<file path="config.mk">
export PLATFORM = sky130hd
export DESIGN_NAME = vme_regbank
export DESIGN_NICKNAME = d
export VERILOG_FILES = /design/src/rtl/vme_regbank_pkg.sv /design/src/rtl/vme_regbank_evt.sv /design/src/rtl/vme_regbank.sv
export SDC_FILE = /design/constraint.sdc
export NUM_CORES = 1
export LEC_CHECK = 0
export ABC_AREA = 1
export BUFFER_PORTS_ARGS = -buffer_cell sky130_fd_sc_hd__buf_2
export CAP_MARGIN = 20
export CORE_ASPECT_RATIO = 0.5
export CORE_MARGIN = 5
export CORE_UTILIZATION = 45
export DETAILED_ROUTE_END_ITERATION = 10
export GPL_TIMING_DRIVEN = 1
export PLACE_DENSITY_LB_ADDON = 0.12
export SLEW_MARGIN = 40
export SYNTH_ARGS = -nofsm -noshare
export SYNTH_HDL_FRONTEND = slang
export SYNTH_SLANG_ARGS = --single-unit
</file>
<file path="constraint.sdc">
create_clock -name Clk -period 7.1 [get_ports Clk]
set_input_delay 2.13 -clock Clk [delete_from_list [all_inputs] [get_ports Clk]]
set_output_delay 2.13 -clock Clk [all_outputs]
set_load 0.01 [all_outputs]
</file>
<file path="src/rtl/vme_regbank_pkg.sv">
// Shared definitions for the VME register bank: address map helpers and
// the register-kind enum used by both the read and write decoders.
package vme_regbank_pkg;

  typedef enum logic [2:0] {
    RK_CTRL,
    RK_STATUS,
    RK_EVT,
    RK_MASK,
    RK_NONE
  } reg_kind_e;

  function automatic int unsigned evt_addr(input int unsigned num_rw,
                                           input int unsigned num_ro);
    return num_rw + num_ro;
  endfunction

  function automatic int unsigned mask_addr(input int unsigned num_rw,
                                            input int unsigned num_ro);
    return evt_addr(num_rw, num_ro) + 1;
  endfunction

  function automatic int unsigned clog2(input int unsigned v);
    int unsigned r;
    r = 0;
    while ((32'd1 << r) < v) r++;
    return r;
  endfunction

  function automatic reg_kind_e decode_kind(input int unsigned addr,
                                            input int unsigned num_rw,
                                            input int unsigned num_ro);
    if (addr < num_rw) return RK_CTRL;
    if (addr < num_rw + num_ro) return RK_STATUS;
    if (addr == evt_addr(num_rw, num_ro)) return RK_EVT;
    if (addr == mask_addr(num_rw, num_ro)) return RK_MASK;
    return RK_NONE;
  endfunction

endpackage

</file>
<file path="src/rtl/vme_regbank_evt.sv">
// Event status (set by pulses, write-1-to-clear), event mask and the
// registered interrupt derived from them.
module vme_regbank_evt
  import vme_regbank_pkg::*;
#(
  parameter int DATA_WIDTH = 16
) (
  input  logic                  Clk,
  input  logic                  Rst,
  input  logic [DATA_WIDTH-1:0] event_i,
  input  logic [DATA_WIDTH-1:0] evt_clr_i,
  input  logic                  mask_we_i,
  input  logic [DATA_WIDTH-1:0] wr_data_i,
  output logic [DATA_WIDTH-1:0] evt_o,
  output logic [DATA_WIDTH-1:0] mask_o,
  output logic                  irq_o
);

  logic [DATA_WIDTH-1:0] evt_q, evt_d;
  logic [DATA_WIDTH-1:0] mask_q, mask_d;
  logic                  irq_q, irq_d;

  // A new event on the same bit as a clear wins, so no event is lost.
  assign evt_d  = (evt_q & ~evt_clr_i) | event_i;
  assign mask_d = mask_we_i ? wr_data_i : mask_q;
  assign irq_d  = |(evt_q & mask_q);

  always_ff @(posedge Clk or posedge Rst) begin
    if (Rst) begin
      evt_q  <= '0;
      mask_q <= '0;
      irq_q  <= 1'b0;
    end else begin
      evt_q  <= evt_d;
      mask_q <= mask_d;
      irq_q  <= irq_d;
    end
  end

  assign evt_o  = evt_q;
  assign mask_o = mask_q;
  assign irq_o  = irq_q;

endmodule

</file>
<file path="src/rtl/vme_regbank.sv">
// VME-side register bank: control registers, status words and an event/mask
// pair behind the single-cycle VMERdMem/VMEWrMem strobe bus.
module vme_regbank
  import vme_regbank_pkg::*;
#(
  parameter int DATA_WIDTH = 16,
  parameter int ADDR_WIDTH = 4,
  parameter int NUM_RW     = 4,
  parameter int NUM_RO     = 4,
  parameter int PIPE_RD    = 0
) (
  input  logic                                         Clk,
  input  logic                                         Rst,
  input  logic [ADDR_WIDTH:1]                          VMEAddr,
  input  logic [DATA_WIDTH-1:0]                        VMEWrData,
  input  logic                                         VMERdMem,
  input  logic                                         VMEWrMem,
  output logic [DATA_WIDTH-1:0]                        VMERdData,
  output logic                                         VMERdDone,
  output logic                                         VMEWrDone,
  output logic [NUM_RW*DATA_WIDTH-1:0]                 ctrl_o,
  output logic [NUM_RW-1:0]                            ctrl_wr_o,
  input  logic [(NUM_RO > 0 ? NUM_RO : 1)*DATA_WIDTH-1:0] status_i,
  input  logic [DATA_WIDTH-1:0]                        event_i,
  output logic                                         irq_o
);

  localparam int unsigned EVT_ADDR = evt_addr(NUM_RW, NUM_RO);

  if (clog2(EVT_ADDR + 2) > ADDR_WIDTH || NUM_RW < 1 || NUM_RW > 8 || NUM_RO > 8)
  begin : g_param_check
    $error("vme_regbank: register map does not fit the parameters");
  end

  logic                               wr_pend_q, wr_done_q;
  logic [ADDR_WIDTH:1]                wr_addr_q;
  logic [DATA_WIDTH-1:0]              wr_data_q;
  logic [NUM_RW-1:0]                  ctrl_wr_q, ctrl_wr_d;
  logic [NUM_RW-1:0][DATA_WIDTH-1:0]  ctrl_q;
  logic [DATA_WIDTH-1:0]              evt_clr_d, evt_w, mask_w;
  logic                               mask_we_d;
  reg_kind_e                          wr_kind, rd_kind;
  logic [DATA_WIDTH-1:0]              rd_mux_d, rd_data_q;
  logic                               rd_done_q;

  assign wr_kind = decode_kind(32'(wr_addr_q), NUM_RW, NUM_RO);

  always_comb begin
    ctrl_wr_d = '0;
    for (int k = 0; k < NUM_RW; k++)
      ctrl_wr_d[k] = wr_pend_q && (wr_kind == RK_CTRL) && (wr_addr_q == ADDR_WIDTH'(k));
  end

  assign evt_clr_d = (wr_pend_q && wr_kind == RK_EVT) ? wr_data_q : '0;
  assign mask_we_d = wr_pend_q && (wr_kind == RK_MASK);

  // Writes land one edge after the strobe is sampled; status and unmapped
  // targets fall through the decode and are simply acked.
  always_ff @(posedge Clk or posedge Rst) begin
    if (Rst) begin
      wr_pend_q <= 1'b0;
      wr_addr_q <= '0;
      wr_data_q <= '0;
      wr_done_q <= 1'b0;
      ctrl_wr_q <= '0;
      ctrl_q    <= '0;
    end else begin
      wr_pend_q <= VMEWrMem;
      if (VMEWrMem) begin
        wr_addr_q <= VMEAddr;
        wr_data_q <= VMEWrData;
      end
      wr_done_q <= wr_pend_q;
      ctrl_wr_q <= ctrl_wr_d;
      for (int k = 0; k < NUM_RW; k++)
        if (ctrl_wr_d[k]) ctrl_q[k] <= wr_data_q;
    end
  end

  vme_regbank_evt #(.DATA_WIDTH(DATA_WIDTH)) u_evt (
    .Clk       (Clk),
    .Rst       (Rst),
    .event_i   (event_i),
    .evt_clr_i (evt_clr_d),
    .mask_we_i (mask_we_d),
    .wr_data_i (wr_data_q),
    .evt_o     (evt_w),
    .mask_o    (mask_w),
    .irq_o     (irq_o)
  );

  assign rd_kind = decode_kind(32'(VMEAddr), NUM_RW, NUM_RO);

  always_comb begin
    rd_mux_d = '0;
    case (rd_kind)
      RK_CTRL:
        for (int k = 0; k < NUM_RW; k++)
          if (VMEAddr == ADDR_WIDTH'(k)) rd_mux_d = ctrl_q[k];
      RK_STATUS:
        for (int k = 0; k < NUM_RO; k++)
          if (VMEAddr == ADDR_WIDTH'(NUM_RW + k))
            rd_mux_d = status_i[k*DATA_WIDTH +: DATA_WIDTH];
      RK_EVT:  rd_mux_d = evt_w;
      RK_MASK: rd_mux_d = mask_w;
      default: rd_mux_d = '0;
    endcase
  end

  always_ff @(posedge Clk or posedge Rst) begin
    if (Rst) begin
      rd_done_q <= 1'b0;
      rd_data_q <= '0;
    end else begin
      rd_done_q <= VMERdMem;
      if (VMERdMem) rd_data_q <= rd_mux_d;
    end
  end

  if (PIPE_RD != 0) begin : g_rd_pipe
    logic [DATA_WIDTH-1:0] rd2_data_q;
    logic                  rd2_done_q;

    always_ff @(posedge Clk or posedge Rst) begin
      if (Rst) begin
        rd2_done_q <= 1'b0;
        rd2_data_q <= '0;
      end else begin
        rd2_done_q <= rd_done_q;
        if (rd_done_q) rd2_data_q <= rd_data_q;
      end
    end

    assign VMERdData = rd2_data_q;
    assign VMERdDone = rd2_done_q;
  end else begin : g_rd_direct
    assign VMERdData = rd_data_q;
    assign VMERdDone = rd_done_q;
  end

  assign VMEWrDone = wr_done_q;
  assign ctrl_wr_o = ctrl_wr_q;
  assign ctrl_o    = ctrl_q;

endmodule
</file>
## Word-level counts from Yosys, hierarchy flattened

Index checks and enable logic that the tools add are counted.

- Flip-flop bits (word level): 140
- Bits of input ports: 104
- Output and inout bits: 87
- Logic and storage cells: 99

- Magnitude comparators: 4
- Eq/ne operators: 19
- Mux-type cells: 46
- Bitwise operators: 4
- Reductions and logical operators: 12

Operator list:

| operator | number |
|---|---|
| 16-bit 2-to-1 mux | 9 |
| 16-bit case mux with 4 select lines | 1 |
| 3-bit 2-to-1 mux | 16 |
| 16-bit AND | 2 |
| 1-bit 2-to-1 mux | 20 |
| 4-bit by 2-bit equality test with 1-bit output (second input constant) | 4 |
| 4-bit by 3-bit equality test with 1-bit output (second input constant) | 4 |
| 4-bit equality test (second input constant) | 4 |
| 16-bit inverter | 1 |
| 16-bit bitwise OR | 1 |
| 16-bit OR reduction | 1 |
| 3-bit by 2-bit equality test with 1-bit output (second input constant) | 4 |
| 4-bit by 1-bit equality test with 1-bit output (second input constant) | 2 |
| 4-bit logical NOT | 2 |
| 4-bit by 3-bit less-than comparator with 1-bit output (second input constant) | 2 |
| 4-bit less-than comparator (second input constant) | 2 |
| 1-bit logical AND | 7 |
| 3-bit logical NOT | 2 |
| 3-bit by 1-bit equality test with 1-bit output (second input constant) | 1 |

## Depth between registers and ports, before layout

- Depth after elaboration: 18
- Depth in mapped cells: 11
- Depth with buffers taken out: 9

## Modules after synthesis

A second synthesis with hierarchy kept.

- Cells, all modules: 846
- Area, all modules: 6906.6 um^2

By module, submodules not included:

| module | times used | cells each | area an instance (um^2) | seq. area each (um^2) |
|---|---|---|---|---|
| vme_regbank | 1 | 727 | 5514.0 | 2677.6 |
| vme_regbank_evt | 1 | 119 | 1392.6 | 825.8 |

## Worst setup path before layout

OpenSTA, ideal clock, no wires.

- Path type: input to register
- Start point: input VMEAddr[2] in the netlist's numbering
- End point: register rd_data_q[0] (netlist: VMERdData[0])
- Library setup time: 66 ps
- Arrival: 3065 ps
- Required time: 7034 ps
- Slack: 3970 ps
- Cell stages on the path: 9
- Buffers on the path: 2
- Path through: buf_4 > nor2_2 > clkbuf_1 > nand3_1 > nand2_1 > inv_1 > nand3_1 > nand2_1 > nand2_1

- Cells in the longest elaborated chain, start to end: 11
- Elaborated cells between the ends (all ways): 42
- Classes of those cells: order compare (2); eq/ne (12); mux (26); reduce/logical (2)

Ends and longest elaborated chain:

| what | line | text |
|---|---|---|
| start: declaration | vme_regbank.sv:14 | `input logic [ADDR_WIDTH:1] VMEAddr,` |
| parallel branches: the longest is 10 deep, another holds 4-bit less-than comparator | - |  |
| 16-bit case mux with 4 select lines * | vme_regbank.sv:96 | `case (rd_kind)` |
| end signal: assignment | vme_regbank.sv:116 | `if (VMERdMem) rd_data_q <= rd_mux_d;` |
| end: declaration | vme_regbank.sv:43 | `logic [DATA_WIDTH-1:0] rd_mux_d, rd_data_q;` |

Every way passes the cells marked *. The select of a mux whose other input is x is not followed.
A chain may end at the register's enable or synchronous reset.

## Worst setup path after layout

- Start point: input VMEAddr[3] in the netlist's numbering
- End point: register rd_data_q[9] (netlist: VMERdData[9])

Same word-level chain as after synthesis.

==> results.md <==
* Critical path, cell by cell: buf_2, nor2_2, buf_4, nand3_1, or2_2, nand2_1, nand3_1, nand2_1, nand2_1
* Effective utilization at floorplan at 46.1%
* Clk root buf: clkbuf_16
* Layout area overhead at 24.3%
* Row count at 31
* Dpl ws at between 2 and 3 ns
* Tcrit/Tclk final at 52.1%
* Number of synthesized flops with an enable pin at 0
* F_max at between 0.2 and 0.3 GHz
* Clk_lat worst skew at 0.42 ns
* Cell variety after synth at 26
* Seq/Total Area, Yosys at 52.4%
* CTS max path bufs at 2
* Wirelength, routed at 22,500 um
* # diodes at 0
* Outcome: finished, final reports clean
* Final instance area at 8310 um^2
* GPL Wtd Cong at 0.912
* Final worst setup slack at 3.40 ns
* Syn Std Cell Area at 6690 um^2
* Vias at about 6.4k
* Chip height at around 96 um
* Max cap viols at 0
* Worst path slowest cell: nand3_1
* Worst vdd rail ir drop at 0.000155 V
* Vias in the first global route at 5,975
* Crit-path max FO at between 40 and 50
* Initial drt markers at just under 700
* Worst-margin pin slew at 0.845 ns
* #FFs+latches synth at 140
* # setup viols final at 0
* Synth area leaders: dfrtp_1 52%, nand2_1 16%, o21ai_0 8.5%, nand3_1 8.4%, inv_1 4.2%
* Area of the die at 17,500 um^2
* CP Buf/Inv Count at 2
* Slew Limit Fails at 0
* Top Family by Delay on Critical Path: simple AND/OR/NAND/NOR gates
* Worst endpoint required time at between 7 and 8 ns
* Gr ovfl total at 0
* Total clock sinks at 140
* Post-route non-filler standard cell count at 1,219
* Core Footprint at between 10,000 and 15,000 um^2
* Clock slew at reported path FFs at around 0.060 ns
* Chip width at 182 um
* Drt pass-1 iters at 6
* Post-route ant nets at 0
* P per Cell Area at 302 nW/um^2
* Pleak at 4.30 nW
* Post-place instance area at 7710 um^2
* Hold-critical path depth at 0
* Worst R2R Path Depth at 6
* Num CTS Buffers at 17
* Global-route wire length before repair at 34,700 um
* Setup crit end kind: flip-flop
* Syn Inst Count at between 800 and 900
* Asr flop ratio synth at 100%
* Filler cell count at 1,394
* Post-CTS Resized at 0
* Setup Crit Path Kind: input pin to flip-flop
* Total track usage at 26.0%
* Yosys top cell area share at 52.4%
* Hold Path Class: flip-flop to flip-flop
* Hold_ws at 0.412 ns
* DP HPWL at 16,400 um
* Slew margin rel. at 43.6%
* Cell with the most instances after synthesis: nand2_1
* Critical Path Max Stage Delay at 0.49 ns
* Synth cell count leaders: 279 x nand2_1, 140 x dfrtp_1, 114 x o21ai_0
* Layout cells sized above 1 at about a quarter
* Port bufs at 190
* Tmin final at 3.70 ns
* Critical path data arrival time at roughly 4.0 ns
* Drt via density at 5.25
* CTS tree: done
* Worst Skew at about 0.01 ns
* Syn_area_per_cell at 7.90 um^2
* Setup tns final at 0 ns
* Post CTS Setup Buffer Count at 0
* WL/cell at about 18 um
* Final #Nets at 1,113
* Initial antenna violation count at 0
* Mapped Nets at between 900 and 1k
* Final hold violations at 0
* Crit path depth at 9
* Remaining DRCs at 0
* Pin count of the biggest net entering global routing at 95
* Startpoint Class: input pin
* Placed Cells at 1,188
* Htree depth at 4
* Largest area contributor in the netlist: dfrtp_1
* Boundary pin count at 191
* Synthesis Warnings at 0
* Hold buffer count at cts at 0
* Unrepaired setup endpoints after global routing: no
* Main flop type after synthesis: dfrtp_1
* Most numerous cell on the critical path: nand2_1
final cells by class:
| cell class | count | area (um^2) | share of cell area [%] |
|---|---|---|---|
| sequential | 140 | 3500 | 42.2 |
| multi-input combinational | 580 | 2690 | 32.4 |
| inverter | 76 | 293 | 3.52 |
| tap | 198 | 248 | 2.98 |
| clock buffer | 21 | 450 | 5.42 |
| timing repair buffer | 194 | 981 | 11.8 |
| clock inverter | 10 | 141 | 1.70 |
flip-flops by register name, indices dropped and copies added, names as in the netlist:
register,count
wr_data_q,16
wr_pend_q,1
ctrl_wr_o,4
u_evt.mask_o,16
u_evt.irq_o,1
VMEWrDone,1
u_evt.evt_o,16
ctrl_o,64
VMERdDone,1
wr_addr_q,4
VMERdData,16
power by group:
group / leakage [nW] / total [W] / internal, W / switching, W
sequential: 1.73 / 0.00110 / 0.000958 / 0.000137
clock: 0.284 / 0.000904 / 0.000561 / 0.000342
combinational: 2.28 / 0.000514 / 0.000195 / 0.000319
routing by layer:
metal	part of all wire (%)	global-route usage [%]
met1	48	40.1
met2	39	34.8
met3	12	8.12
met4	1.3	6.55
met5	0	0
layout by cell type (no fill, tap or decap), drive strengths merged:
| cell type | netlist | final |
|---|---|---|
| a21oi | 2 | 2 |
| a221oi | 2 | 2 |
| and3 | 1 | 1 |
| buf | 19 | 194 |
| bufinv | 0 | 3 |
| clkbuf | 31 | 21 |
| clkinv | 0 | 4 |
| clkinvlp | 0 | 2 |
| dfrtp | 140 | 140 |
| inv | 76 | 77 |
| nand2 | 280 | 280 |
| nand3 | 112 | 112 |
| nand3b | 1 | 1 |
| nand4 | 4 | 4 |
| nor2 | 16 | 16 |
| nor3 | 2 | 2 |
| o211ai | 30 | 30 |
| o21ai | 115 | 115 |
| or2 | 15 | 15 |
kinds of logic after synthesis:
logic type | after synthesis | synth area share [%]
simple gates | 431 | 27.7
compound gates | 149 | 12.4
flops | 140 | 52.4
buf+inv | 126 | 7.54
worst paths after layout:
check | startpoint | slack, ns | end
max | VMEAddr[3] | 3.40 | VMERdData[9]
min | wr_pend_q | 0.41 | VMEWrDone
max reg2reg | wr_addr_q[3] | 5.56 | ctrl_o[55]
min reg2reg | wr_pend_q | 0.41 | VMEWrDone
max in group asynchronous | Rst | 4.18 | VMERdData[9]
min in group asynchronous | Rst | 1.80 | wr_data_q[11]
stage by stage:
step	utilization, %	total power [W]
floorplan	-	0.00134
detailed placement	53.2	0.00162
global route	57.3	0.00264
CTS	57.2	0.00252
finish	57.3	0.00251
global placement	53.1	0.00160
No activity file was read; power rests on OpenSTA's default activity.
